===== src/rtl/semeion_image_loader.sv =====
// semeion_image_loader
// Front end for layer_1_complete: gathers one Semeion digit frame (32 pixel
// beats + 1 label beat) from a valid/ready byte stream, launches layer 1
// with a one-cycle load, waits for max_of_10 to finish (or gives up after
// TIMEOUT cycles), then reports the predicted class against the label and
// keeps saturating image / correct-prediction statistics.
module semeion_image_loader #(
  parameter int PIXELS  = 256,
  parameter int BEAT_W  = 8,
  parameter int CNT_W   = 16,
  parameter int TIMEOUT = 1023
) (
  input  logic              clk,
  input  logic              reset,
  input  logic [BEAT_W-1:0] s_data,
  input  logic              s_valid,
  output logic              s_ready,
  output logic [PIXELS-1:0] layer_1_input,
  output logic              load,
  input  logic              done,
  input  logic [3:0]        max,
  output logic              result_valid,
  output logic [3:0]        result_class,
  output logic [3:0]        result_label,
  output logic              result_match,
  output logic              result_timeout,
  output logic              busy,
  output logic [CNT_W-1:0]  image_count,
  output logic [CNT_W-1:0]  correct_count
);

  localparam int BEATS   = PIXELS / BEAT_W;
  localparam int BEAT_CW = $clog2(BEATS + 1);
  localparam int TO_W    = $clog2(TIMEOUT + 1);

  // The beat counter value at which the incoming beat is the label
  localparam logic [BEAT_CW-1:0] LABEL_BEAT = BEAT_CW'(BEATS);
  // Value of the wait counter during the TIMEOUT-th waiting cycle
  localparam logic [TO_W-1:0]    TO_LAST    = TO_W'(TIMEOUT - 1);

  typedef enum logic [1:0] {
    ST_COLLECT,
    ST_LOAD,
    ST_WAIT,
    ST_REPORT
  } state_t;

  state_t              state;
  logic [BEAT_CW-1:0]  beat_cnt;
  logic [PIXELS-1:0]   shadow;
  logic [3:0]          label_q;
  logic [TO_W-1:0]     to_cnt;
  logic                done_q;

  logic accept;
  logic last_beat;
  logic done_rise;
  logic give_up;
  logic hit;

  assign accept    = s_valid & s_ready;
  assign last_beat = (beat_cnt == LABEL_BEAT);
  assign done_rise = done & ~done_q;
  assign give_up   = (to_cnt == TO_LAST);
  assign hit       = done_rise & (label_q <= 4'd9) & (max == label_q);

  // Remember last cycle's done so only a genuine low-to-high transition
  // during WAIT counts as completion (a level left high from before is ignored)
  always_ff @(posedge clk or negedge reset) begin
    if (!reset) begin
      done_q <= 1'b0;
    end else begin
      done_q <= done;
    end
  end

  // Frame collection, layer-1 launch, completion wait and result reporting
  always_ff @(posedge clk or negedge reset) begin
    if (!reset) begin
      state          <= ST_COLLECT;
      beat_cnt       <= '0;
      shadow         <= '0;
      label_q        <= '0;
      to_cnt         <= '0;
      s_ready        <= 1'b0;
      load           <= 1'b0;
      busy           <= 1'b0;
      layer_1_input  <= '0;
      result_valid   <= 1'b0;
      result_class   <= '0;
      result_label   <= '0;
      result_match   <= 1'b0;
      result_timeout <= 1'b0;
      image_count    <= '0;
      correct_count  <= '0;
    end else begin
      load         <= 1'b0;
      result_valid <= 1'b0;
      case (state)
        ST_COLLECT: begin
          s_ready <= 1'b1;
          busy    <= 1'b0;
          if (accept) begin
            if (last_beat) begin
              label_q       <= s_data[3:0];
              beat_cnt      <= '0;
              layer_1_input <= shadow;
              load          <= 1'b1;
              s_ready       <= 1'b0;
              busy          <= 1'b1;
              state         <= ST_LOAD;
            end else begin
              shadow   <= {shadow[PIXELS-BEAT_W-1:0], s_data};
              beat_cnt <= beat_cnt + 1'b1;
            end
          end
        end
        ST_LOAD: begin
          to_cnt <= '0;
          state  <= ST_WAIT;
        end
        ST_WAIT: begin
          if (done_rise || give_up) begin
            result_valid   <= 1'b1;
            result_timeout <= ~done_rise;
            result_class   <= done_rise ? max : 4'd0;
            result_label   <= label_q;
            result_match   <= hit;
            if (!(&image_count)) begin
              image_count <= image_count + 1'b1;
            end
            if (hit && !(&correct_count)) begin
              correct_count <= correct_count + 1'b1;
            end
            state <= ST_REPORT;
          end else begin
            to_cnt <= to_cnt + 1'b1;
          end
        end
        ST_REPORT: begin
          s_ready <= 1'b1;
          busy    <= 1'b0;
          state   <= ST_COLLECT;
        end
        default: begin
          state <= ST_COLLECT;
        end
      endcase
    end
  end

endmodule

===== config.mk =====
export PLATFORM = sky130hd
export DESIGN_NAME = semeion_image_loader
export DESIGN_NICKNAME = d
export VERILOG_FILES = /design/src/rtl/semeion_image_loader.sv
export SDC_FILE = /design/constraint.sdc
export NUM_CORES = 1
export LEC_CHECK = 0
export BUFFER_PORTS_ARGS = -buffer_cell sky130_fd_sc_hd__buf_2
export CAP_MARGIN = 30
export CORE_ASPECT_RATIO = 0.6
export CORE_MARGIN = 2
export CORE_UTILIZATION = 60
export CTS_CLUSTER_DIAMETER = 30
export DETAILED_ROUTE_END_ITERATION = 10
export PLACE_DENSITY_LB_ADDON = 0.12
export SYNTH_ARGS = -nofsm -noshare
export SYNTH_HDL_FRONTEND = slang
export SYNTH_SLANG_ARGS = --single-unit

===== constraint.sdc =====
create_clock -name clk -period 3.9 [get_ports clk]
set_input_delay 0.585 -clock clk [delete_from_list [all_inputs] [get_ports clk]]
set_output_delay 0.585 -clock clk [all_outputs]
set_load 0.02 [all_outputs]

==> metrics.cfg <==
[power_and_ir_drop]
p_switching_mw=5.20
switching_share_pct=30.2
p_seq_share_pct=45.6
vdd_drop_max_v=0.000476
clock_power_share_pct=41.6
power_density_mw_per_mm2=636
pwr-share-comb_pct=12.8
p_int_mw=12.0
cellLeakagePower_nw=16.1

[finish]
stdcell_count=3339
synthToLayoutAreaGrowth_pct=21.1
drive_gt1_share_pct=17.6
diodes=0
fin_nets=2802

[cts]
clk_path_buf_depth=3
clockRootBuffer=clkbuf_16
h-tree-depth=3
clock-sinks=581
ctsHoldBuffers=0
clkTransAtPathRegs_ns=0.06
ctsResizeCount=0
clk-insertion-delay-late_ns=0.59
cts_tree=done
post_cts_buffers=0
numCtsBuffers=74

[sta]
slew_violations=0
relSlewSlack_pct=46.2
finalSetupViolCount=0
max_freq_mhz=347
tightest_slew_ns=0.805
period_needed_ns=2.88
setup_tns_ns=0
hold_viol_final=0
rsz0062_at_grt=false
fin_crit_sh_pct=73.9
clock_skew_ns=0.0181

[floorplanning]
die_height_um=154
die_w_um=253
rows=54
initial_core_util_pct=61.2
core_mm2=0.0366
dieArea_mm2=0.0389
ios=318

[global_route]
grt_pass1_wl_um=91500
grt_max_degree=134
grt_usage_pct=29.4
grt_pass1_vias=17200
antenna_found_initial=0
gr-total-overflow=0

[place]
dp.cells=3204
dp_hpwl_um=35200
gp_congestion=0.884
port_buffers=317

[synth]
ys_top_cells_by_area=dfrtp_1 65%, nand2_1 27%, buf_2 1.2%, clkbuf_1 1.1%, xnor2_1 0.86%
synth_seq_area_share_pct=65.0
syn-num-nets=2500
netlist.area_leader.share_pct=65.0
synth-seq-cells=581
yosysTopAreaCell=dfrtp_1
synth_cell_types=46
synth_edf_count=0
synth_commonest_cells=1584 x nand2_1, 581 x dfrtp_1, 63 x clkbuf_1
yosysWarnings=0
postSynthCellCount=2474
synth_most_common_cell=nand2_1
synthesis.area_mm2=0.0224
async_flop_share_pct=100
avgSynthCellArea_um2=9.04
ys.flop_type=dfrtp_1

[drt]
drt_iter0_drc=1654
via_count=17500
wire_per_inst_um=16.8
detail-route-antenna-nets=0
drtPass1Iterations=5
vias_per_cell=5.25
post-route-drc-count=0
finalWirelength_um=56000

[setup_path]
ff2ff_setup_slack_ns=1.02
worstRegToRegCells=7
critPathLaunch=state[0]
path_class=register to register
crit_path_end=correct_count[1]
critical_path.cell_chain=inv_1 > ha_1 > and2_0 > a31oi_2 > inv_2 > nand2_2 > mux2_1
slowest_stage=a31oi_2
crit_arrival_ns=3.34
cp_max_fo=15
critPathCaptureType=register
setup.worst_path.start_class=register
rr_startpoint=state[0]
cp.required_ns=4.36
cp_slowest_stage_delay_ns=0.70
r2r-end=correct_count[1]

[run_status]
outcome=completed

[job]
drv_cap=0

[min_path]
hold_class=input pin to asynchronous set/reset pin

-- registers in the layout (all words and copies together), names as in the netlist --
signal	count
beat_cnt	6
busy	1
correct_count	16
done_q	1
image_count	16
label_q	4
layer_1_input	256
load	1
result_class	4
result_label	4
result_match	1
result_timeout	1
result_valid	1
s_ready	1
shadow	256
state	2
to_cnt	10
-- logic make-up (layout without fill, tap and decap cells) --
kind of cell	after synthesis	after routing	share of synthesized area [%]
multiplexers	3	3	0.145
XOR/XNOR	35	35	1.37
AO/OA/AOI/OAI	33	33	1.03
adder cells (fa/ha/maj)	10	10	0.559
buffers and inverters	130	491	2.52
AND/OR/NAND/NOR	1682	1682	29.4
flip-flops	581	581	65.0
-- through the flow --
step | power [mW] | util, % | worst slack (ns) | hold slack, ns | instance area, um2
finish | 17.2 | 74.1 | 1.02 | 0.0128 | 27100
global route | 18.0 | 74.1 | 0.819 | 0.0961 | 27100
CTS | 17.3 | 74.1 | 1.03 | 0.0530 | 27100
detailed placement | 10.1 | 66.9 | 1.06 | 0.457 | 24500
global placement | 9.98 | 66.9 | 1.19 | 0.451 | 24500
floorplan | 9.16 | - | 1.84 | 0.289 | 22400
-- critical path: cells and delay by family, from the launching register on --
family	cells	cell delay, ns
flip-flops	1	0.40
buffers and inverters	2	0.36
adder cells (fa/ha/maj)	1	0.28
AO/OA/AOI/OAI	1	0.70
multiplexers	1	0.36
AND/OR/NAND/NOR	2	0.65
-- worst min path at each step --
stage / startpoint / to / slack, ns / cells after the start
floorplan: reset / beat_cnt[0] / 0.29 / 0
global placement: shadow[254] / layer_1_input[254] / 0.45 / 2
detailed placement: layer_1_input[135] / layer_1_input[135] / 0.46 / 2
CTS: reset / layer_1_input[34] / 0.05 / 1
global route: reset / shadow[26] / 0.1 / 1
finish: reset / image_count[5] / 0.01 / 1
-- routing by layer --
metal | track usage, % | wire (um) | up-vias | part of all wire, %
li1 | - | - | 8193 | -
met1 | 43.6 | 25400 | 8738 | 45
met2 | 45.0 | 26200 | 519 | 47
met3 | 5.16 | 3140 | 90 | 5.6
met4 | 9.10 | 1300 | 0 | 2.3
met5 | 0 | 0 | - | 0
-- power by group through the flow --
| stage | sequential (mW) | clock (mW) | combinational, mW |
|---|---|---|---|
| 5_1_grt | 7.97 | 7.51 | 2.51 |
| 3_5_place_dp | 7.91 | 0 | 2.20 |
| 2_1_floorplan | 7.73 | 0 | 1.44 |
| 6_report | 7.86 | 7.16 | 2.21 |
| 4_1_cts | 7.83 | 7.24 | 2.23 |
| 3_3_place_gp | 7.88 | 0 | 2.10 |
-- layout make-up --
cell class	count	area [um2]
clock inverters	46	566
repair buffers	345	1960
well taps	504	631
clock buffers	89	2060
multi-input cells	1763	7290
flip-flops and latches	581	14500
inverters	11	48.8
fillers	2571	9460
-- layout by cell type (no fill, tap or decap), types with 3 or more instances in the layout --
master	netlist	final
clkbuf_16	0	78
dfrtp_1	581	581
nor2b_1	3	3
and3_1	5	5
nand2_1	1584	1583
buf_2	55	316
inv_1	9	9
clkinvlp_4	0	8
xnor2_1	22	22
nor3_1	6	6
xor2_1	13	13
clkinv_2	0	8
buf_4	0	16
nor3_2	5	5
a21oi_1	5	5
inv_8	0	5
buf_12	0	12
a22o_1	5	5
clkinv_8	0	3
nand4_1	12	12
bufinv_16	0	8
a21o_1	3	3
clkbuf_1	63	4
inv_6	0	11
clkbuf_8	0	7
o21ai_0	11	11
nand3_1	20	20
nor2_1	23	22
clkinv_4	0	4
ha_1	10	10
Power figures use the tool's default switching activity.
